**config.mk**
```make
export PLATFORM = sky130hd
export DESIGN_NAME = mcu_pixel_sequencer_flat
export DESIGN_NICKNAME = d
export VERILOG_FILES = /design/src/rtl/jpeg_pkg.sv /design/src/rtl/mcu_pixel_sequencer_if.sv /design/src/rtl/mcu_bank_ram.sv /design/src/rtl/mcu_pixel_sequencer.sv /design/src/flat_wrapper.sv
export SDC_FILE = /design/constraint.sdc
export NUM_CORES = 2
export LEC_CHECK = 0
export BUFFER_PORTS_ARGS = -buffer_cell sky130_fd_sc_hd__buf_2
export CORE_MARGIN = 1
export CORE_UTILIZATION = 40
export CTS_BUF_LIST = sky130_fd_sc_hd__clkbuf_8
export DETAILED_ROUTE_END_ITERATION = 16
export GPL_ROUTABILITY_DRIVEN = 0
export MAX_ROUTING_LAYER = met4
export PLACE_DENSITY = 0.56
export SLEW_MARGIN = 20
export SYNTH_ARGS = -nofsm -noshare
export SYNTH_HDL_FRONTEND = slang
export SYNTH_SLANG_ARGS = --single-unit
```
**constraint.sdc**
```tcl
create_clock -name clk -period 3.1 [get_ports clk]
set_input_delay 0.31 -clock clk [delete_from_list [all_inputs] [get_ports clk]]
set_output_delay 0.31 -clock clk [all_outputs]
set_load 0.02 [all_outputs]
```
**src/rtl/jpeg_pkg.sv**
```systemverilog
// Shared JPEG decoder definitions: sample type, block geometry and
// component numbering used by the MCU pixel sequencer and its RAM.
package jpeg_pkg;

    localparam int DATA_W  = 8;
    localparam int BLK_PIX = 64;
    localparam int IDX_W   = 6;
    localparam int N_COMP  = 3;

    typedef logic signed [DATA_W-1:0] sample_t;
    typedef logic [1:0]               comp_t;
    typedef logic [IDX_W-1:0]         idx_t;

    localparam comp_t COMP_Y  = 2'd0;
    localparam comp_t COMP_CB = 2'd1;
    localparam comp_t COMP_CR = 2'd2;

    // True for the final sample position of an 8x8 block
    function automatic logic is_last_idx(input idx_t idx);
        return idx == idx_t'(BLK_PIX - 1);
    endfunction

endpackage

```
**src/rtl/mcu_pixel_sequencer_if.sv**
```systemverilog
// Stream bundle for the MCU pixel sequencer: serial IDCT samples in,
// (y, cb, cr) triplets out. Optional macro PIX_COORD_EN adds the
// row/column of each emitted pixel.
interface mcu_pixel_sequencer_if;
    import jpeg_pkg::*;

    sample_t din;
    logic    din_vld;
    logic    din_rdy;
    sample_t y;
    sample_t cb;
    sample_t cr;
    logic    vld_o;
    logic    rdy_o;
    logic    last_o;
`ifdef PIX_COORD_EN
    logic [2:0] col_o;
    logic [2:0] row_o;

    modport master (
        output din, din_vld, rdy_o,
        input  din_rdy, y, cb, cr, vld_o, last_o, col_o, row_o
    );
    modport slave (
        input  din, din_vld, rdy_o,
        output din_rdy, y, cb, cr, vld_o, last_o, col_o, row_o
    );
`else
    modport master (
        output din, din_vld, rdy_o,
        input  din_rdy, y, cb, cr, vld_o, last_o
    );
    modport slave (
        input  din, din_vld, rdy_o,
        output din_rdy, y, cb, cr, vld_o, last_o
    );
`endif

endinterface

```
**src/rtl/mcu_bank_ram.sv**
```systemverilog
// Ping-pong MCU store: 2 banks x 3 components x 64 samples.
// One write port; three parallel combinational read ports (one per
// component) so a full triplet can be fetched every cycle.
module mcu_bank_ram
    import jpeg_pkg::*;
(
    input  logic    clk,
    input  logic    wr_en,
    input  logic    wr_bank,
    input  comp_t   wr_comp,
    input  idx_t    wr_idx,
    input  sample_t wr_data,
    input  logic    rd_bank,
    input  idx_t    rd_idx,
    output sample_t rd_y,
    output sample_t rd_cb,
    output sample_t rd_cr
);

    localparam int DEPTH = 2 * BLK_PIX;

    sample_t rd_word [N_COMP];

    genvar gi;
    generate
        for (gi = 0; gi < N_COMP; gi++) begin : g_comp
            // One array per component, addressed by {bank, index}
            sample_t mem [DEPTH];

            // Store the incoming sample when it belongs to this component
            always_ff @(posedge clk) begin
                if (wr_en && (wr_comp == comp_t'(gi))) begin
                    mem[{wr_bank, wr_idx}] <= wr_data;
                end
            end

            assign rd_word[gi] = mem[{rd_bank, rd_idx}];
        end
    endgenerate

    assign rd_y  = rd_word[COMP_Y];
    assign rd_cb = rd_word[COMP_CB];
    assign rd_cr = rd_word[COMP_CR];

endmodule

```
**src/rtl/mcu_pixel_sequencer.sv**
```systemverilog
// MCU pixel sequencer: collects one 4:4:4 MCU (Y, Cb, Cr blocks in
// series) into a ping-pong store and replays it as 64 (y, cb, cr)
// triplets for colour conversion.
// Optional macro PIX_COORD_EN: adds col_o/row_o of each emitted pixel.
module mcu_pixel_sequencer
    import jpeg_pkg::*;
(
    input  logic                 clk,
    input  logic                 rst,
    mcu_pixel_sequencer_if.slave bus
);

    // Bank occupancy and write/read cursors
    logic [1:0] bank_full_reg;
    logic [1:0] bank_set;
    logic [1:0] bank_clr;
    logic       wr_bank_reg, wr_bank_next;
    comp_t      wr_comp_reg, wr_comp_next;
    idx_t       wr_idx_reg,  wr_idx_next;
    logic       rd_bank_reg, rd_bank_next;
    idx_t       rd_idx_reg,  rd_idx_next;

    // Output register
    sample_t    y_reg, cb_reg, cr_reg;
    logic       vld_reg, last_reg;

    // RAM read data for the current read cursor
    sample_t    ram_y, ram_cb, ram_cr;

    logic       din_rdy;
    logic       wr_fire;
    logic       wr_blk_end;
    logic       wr_mcu_end;
    logic       load;
    logic       rd_mcu_end;

    // A bank can only be written once the reader has drained it
    assign din_rdy    = ~bank_full_reg[wr_bank_reg];
    assign wr_fire    = bus.din_vld & din_rdy;
    assign wr_blk_end = wr_fire & is_last_idx(wr_idx_reg);
    assign wr_mcu_end = wr_blk_end & (wr_comp_reg == COMP_CR);

    // Load a new triplet whenever the output register is empty or leaving
    assign load       = bank_full_reg[rd_bank_reg] & (~vld_reg | bus.rdy_o);
    assign rd_mcu_end = load & is_last_idx(rd_idx_reg);

    genvar gi;
    generate
        for (gi = 0; gi < 2; gi++) begin : g_bank
            assign bank_set[gi] = wr_mcu_end & (wr_bank_reg == 1'(gi));
            assign bank_clr[gi] = rd_mcu_end & (rd_bank_reg == 1'(gi));
        end
    endgenerate

    // Write cursor: index, then component, then bank
    always_comb begin
        wr_idx_next  = wr_idx_reg;
        wr_comp_next = wr_comp_reg;
        wr_bank_next = wr_bank_reg;
        if (wr_fire) begin
            wr_idx_next = wr_idx_reg + idx_t'(1);
        end
        if (wr_blk_end) begin
            wr_idx_next  = '0;
            wr_comp_next = (wr_comp_reg == COMP_CR) ? COMP_Y : wr_comp_reg + comp_t'(1);
        end
        if (wr_mcu_end) begin
            wr_bank_next = ~wr_bank_reg;
        end
    end

    // Read cursor: index, then bank
    always_comb begin
        rd_idx_next  = rd_idx_reg;
        rd_bank_next = rd_bank_reg;
        if (load) begin
            rd_idx_next = rd_idx_reg + idx_t'(1);
        end
        if (rd_mcu_end) begin
            rd_idx_next  = '0;
            rd_bank_next = ~rd_bank_reg;
        end
    end

    // Cursor and occupancy state; set and clear never hit the same bank
    always_ff @(posedge clk or posedge rst) begin
        if (rst) begin
            bank_full_reg <= '0;
            wr_bank_reg   <= 1'b0;
            wr_comp_reg   <= COMP_Y;
            wr_idx_reg    <= '0;
            rd_bank_reg   <= 1'b0;
            rd_idx_reg    <= '0;
        end else begin
            bank_full_reg <= (bank_full_reg | bank_set) & ~bank_clr;
            wr_bank_reg   <= wr_bank_next;
            wr_comp_reg   <= wr_comp_next;
            wr_idx_reg    <= wr_idx_next;
            rd_bank_reg   <= rd_bank_next;
            rd_idx_reg    <= rd_idx_next;
        end
    end

    // Output triplet register; holds steady while stalled downstream
    always_ff @(posedge clk or posedge rst) begin
        if (rst) begin
            y_reg    <= '0;
            cb_reg   <= '0;
            cr_reg   <= '0;
            vld_reg  <= 1'b0;
            last_reg <= 1'b0;
        end else if (load) begin
            y_reg    <= ram_y;
            cb_reg   <= ram_cb;
            cr_reg   <= ram_cr;
            vld_reg  <= 1'b1;
            last_reg <= is_last_idx(rd_idx_reg);
        end else if (bus.rdy_o) begin
            vld_reg  <= 1'b0;
            last_reg <= 1'b0;
        end
    end

`ifdef PIX_COORD_EN
    logic [2:0] col_reg, row_reg;

    // Pixel coordinates travel alongside the triplet they describe
    always_ff @(posedge clk or posedge rst) begin
        if (rst) begin
            col_reg <= '0;
            row_reg <= '0;
        end else if (load) begin
            col_reg <= rd_idx_reg[2:0];
            row_reg <= rd_idx_reg[5:3];
        end
    end

    assign bus.col_o = col_reg;
    assign bus.row_o = row_reg;
`endif

    mcu_bank_ram u_ram (
        .clk     (clk),
        .wr_en   (wr_fire),
        .wr_bank (wr_bank_reg),
        .wr_comp (wr_comp_reg),
        .wr_idx  (wr_idx_reg),
        .wr_data (bus.din),
        .rd_bank (rd_bank_reg),
        .rd_idx  (rd_idx_reg),
        .rd_y    (ram_y),
        .rd_cb   (ram_cb),
        .rd_cr   (ram_cr)
    );

    assign bus.din_rdy = din_rdy;
    assign bus.y       = y_reg;
    assign bus.cb      = cb_reg;
    assign bus.cr      = cr_reg;
    assign bus.vld_o   = vld_reg;
    assign bus.last_o  = last_reg;

endmodule

```
**src/flat_wrapper.sv**
```systemverilog
// flat-port wrapper written by rule: the top's interface ports become plain ports
module mcu_pixel_sequencer_flat import jpeg_pkg::*;
  (clk, rst, bus_din, bus_din_vld, bus_rdy_o, bus_din_rdy, bus_y, bus_cb, bus_cr, bus_vld_o, bus_last_o);
  mcu_pixel_sequencer_if bus_i ();
  input  logic clk;
  input  logic rst;
  input wire logic [$bits(bus_i.din)-1:0] bus_din;
  input wire logic [$bits(bus_i.din_vld)-1:0] bus_din_vld;
  input wire logic [$bits(bus_i.rdy_o)-1:0] bus_rdy_o;
  output wire logic [$bits(bus_i.din_rdy)-1:0] bus_din_rdy;
  output wire logic [$bits(bus_i.y)-1:0] bus_y;
  output wire logic [$bits(bus_i.cb)-1:0] bus_cb;
  output wire logic [$bits(bus_i.cr)-1:0] bus_cr;
  output wire logic [$bits(bus_i.vld_o)-1:0] bus_vld_o;
  output wire logic [$bits(bus_i.last_o)-1:0] bus_last_o;
  assign bus_i.din = bus_din;
  assign bus_i.din_vld = bus_din_vld;
  assign bus_i.rdy_o = bus_rdy_o;
  assign bus_din_rdy = bus_i.din_rdy;
  assign bus_y = bus_i.y;
  assign bus_cb = bus_i.cb;
  assign bus_cr = bus_i.cr;
  assign bus_vld_o = bus_i.vld_o;
  assign bus_last_o = bus_i.last_o;
  mcu_pixel_sequencer u_core (.clk(clk), .rst(rst), .bus(bus_i));
endmodule
```
==> impl_metrics.tcl <==
set metrics [dict create \
    route.vias.total 64700 \
    power_density_nw_per_um2 578 \
    worst-path-max-fanout 17 \
    grt_overflow_total 0 \
    rr_startpoint "u_core.rd_idx_reg[0]" \
    ff_latch_area_um2 93400 \
    syn_avg_cell_area_um2 20.7 \
    drv_slew 0 \
    hold_depth 5 \
    route.detailed.drc 0 \
    coreArea_um2 301000 \
    clock-sinks 3116 \
    fmax_mhz 324 \
    wl_per_cell_um 31.3 \
    status "finished, final reports clean" \
    dpl_cell_area_um2 133000 \
    first_global_vias 65500 \
    htreeDepth 6 \
    r2r-end "u_core.bus.cr[0]" \
    synthDistinctLibCells 63 \
    drtPass1Iterations 8 \
    power_switching_uw 18900 \
    largest_reg_flops 3072 \
    swShare_pct 23.0 \
    layout-drive-gt1-share_pct 31.8 \
    avgViaCountPerCell 5.71 \
    layout_worst_path_cycle_share_pct 99.5 \
    worstHoldPathType "primary input to register" \
    synth-seq-cells 3116 \
    routed_wl_um 355000 \
    p_seq_share_pct 56.6 \
    grt_first_pass_wirelength_um 497000 \
    ys_warn_count 0 \
    finClkSkew_ns 0.0909 \
    postRouteAntennaNets 0 \
    mostFrequentLayoutCell "edfxtp_1" \
    synthCells 5837 \
    drt_iter0_drc 7701 \
    rrSetupSlack_ns 0.01 \
    grt.total_usage_pct 23.6 \
    antenna_found_initial 7 \
    initial_core_util_pct 40.3 \
    cp-start-kind "register" \
    cts_tree "built" \
    hold_start "bus_rdy_o" \
    multi_input_area_um2 25800 \
    syn_to_final_growth_pct 17.7 \
    drv_cap 0 \
    comb_power_share_pct 2.8 \
    worst_slack_ns 0.0143 \
    ys_async_sr_fraction_pct 1.41 \
    final_area_um2 142000 \
    layout.cells.non_filler 11300 \
    required_ns 4.12 \
    top_register "u_core.u_ram.g_comp.mem" \
    clk_pin_slew_ns 0.06 \
    dp_slack_ns -0.396 \
    cts_root_buf "clkbuf_8" \
    synthFlopType "edfxtp_1" \
    insertion_delay_ns 1.19 \
    cts_max_path_buffers 4 \
    port_buffers 38 \
    rsz0062_at_grt "no" \
    fin_nets 7009 \
    die-area_um2 305000 \
    hold_violations 0 \
    finalSetupViolCount 0 \
    syn_nets 5851 \
    fillers 25000 \
    power.leakage_uw 0.0458 \
    synth_edf_count 3072 \
    ir_drop_mv 0.417 \
    synthesis.area_um2 121000 \
    internal_power_uw 63400 \
    timing.final.crit_period_ns 3.09 \
    worstMarginPinSlew_ns 1.18 \
    final_cell_mix "3072 x edfxtp_1, 818 x buf_4, 639 x mux4_2" \
    dieWidth_um 552 \
    cp.arrival_ns 4.10 \
    worst_r2r_path_depth 9 \
    grt_max_degree 124 \
    cp-startpoint "u_core.rd_idx_reg[0]" \
    cp-end-kind "register" \
    dp_hpwl_um 234000 \
    fp.dieH_um 552 \
    rows 201 \
    seq_area_frac_synth_pct 77.1 \
    clockPowerShare_pct 40.5 \
    slew_headroom_pct 21.0 \
    placedCellCount 10400 \
    boundaryPins 39 \
    cts_inserted_buffers 518 \
    path_class "register to register" \
    whs_endpoint "u_core.bus.last_o" \
]
==> metal layers <==
metal  vias up  wire (µm)  global-route usage (%)
li1      26600          -                       -
met1     34600     148000                    32.0
met2      2907     167000                    36.2
met3       560      26700                    3.94
met4         0      12700                    8.14
met5         -          0                       -
==> logic make-up (layout without fill, tap and decap cells) <==
kind of cell | after synthesis | after routing | synth area share, %
buffers and inverters | 359 | 1891 | 1.90
DFF | 3116 | 3116 | 77.1
muxes | 984 | 984 | 14.8
xor gates and xnor gates | 8 | 8 | 0.0579
adders and majority gates | 2 | 2 | 0.0207
AOI/OAI and AO/OA | 586 | 586 | 3.48
other | 0 | 12 | 0
and+or+nand+nor | 782 | 782 | 2.68
==> synth_stat cells (9+ instances only) <==
master / n / area [µm²]
buf_6: 71 / 800
nor2_1: 447 / 1680
o22ai_1: 45 / 282
buf_2: 64 / 320
nand3_1: 59 / 295
dfrtp_1: 44 / 1100
edfxtp_1: 3072 / 92200
mux2_2: 12 / 135
and2_1: 9 / 56.3
a221oi_1: 21 / 184
a31oi_1: 13 / 81.3
nand2b_1: 12 / 75.1
mux2i_1: 333 / 3330
a21oi_1: 94 / 470
nor2b_1: 13 / 81.3
nand2_1: 183 / 687
o221ai_1: 43 / 377
clkbuf_1: 128 / 480
buf_4: 70 / 526
o21ai_0: 24 / 120
nor3_1: 30 / 150
buf_1: 12 / 45.0
a22o_1: 28 / 245
mux4_2: 639 / 14400
a22oi_1: 195 / 1460
a211oi_1: 46 / 345
o21ai_1: 10 / 50.1
a2111oi_0: 24 / 210
==> through the flow <==
| stage | power [µW] | hold WS [ns] | setup TNS (ns) | util, % |
|---|---|---|---|---|
| finish | 82400 | 0.179 | 0 | 47.4 |
| global route | 84700 | 0.159 | 0 | 47.4 |
| CTS | 82900 | 0.0930 | 0 | 47.3 |
| detailed placement | 49800 | 0.510 | -2.48 | 44.1 |
| global placement | 49700 | 0.508 | -3.03 | 44.1 |
| floorplan | 48000 | 0.409 | 0 | - |
==> what timing repair did <==
action | 4_1_cts | 5_1_grt
resized for setup | 31 | 40
pin swaps | 3 | 3
gates cloned | 0 | 0
setup buffers | 0 | 9
endpoints found under the hold margin | 2082 | 0
hold buffers | 12 | 0
setup endpoints to repair | 15 | 19
==> critical path: stages, from the launching register on <==
cell      delay (ns)
dfrtp_4         0.47
buf_12          0.20
buf_12          0.22
mux4_2          0.51
mux2i_1         0.34
o22ai_1         0.26
a211oi_2        0.40
o31a_1          0.26
buf_12          0.13
nor3_1          0.05
==> worst max-delay path by stage <==
stage | endpoint | slack (ns) | cells past startpoint
global placement | u_core.bus.cb[1] | -0.66 | 9
CTS | u_core.bus.cb[2] | 0.001 | 7
finish | u_core.bus.cr[0] | 0.01 | 9
floorplan | u_core.u_ram.g_comp[1].mem[110][0] | 0.59 | 7
detailed placement | u_core.bus.y[1] | -0.40 | 9
global route | u_core.bus.cr[1] | 0.002 | 9
==> power by group through the flow <==
stage               logic (µW)  registers (µW)  clock network [µW]
finish                    2350           46600               33400
global route              2400           46600               35700
CTS                       2280           46600               34000
detailed placement        2270           47500                   0
global placement          2210           47500                   0
floorplan                  588           47400                   0
==> cell type report <==
cell class | count | area share (%)
Sequential cell | 3116 | 65.6
Multi-Input combinational cell | 2362 | 18.1
Timing Repair Buffer | 990 | 6.26
Clock buffer | 524 | 5.06
Tap cell | 3958 | 3.48
Clock inverter | 370 | 1.47
Antenna cell | 12 | 0.0211
Inverter | 7 | 0.0184
No activity file was read; power rests on OpenSTA's default activity.
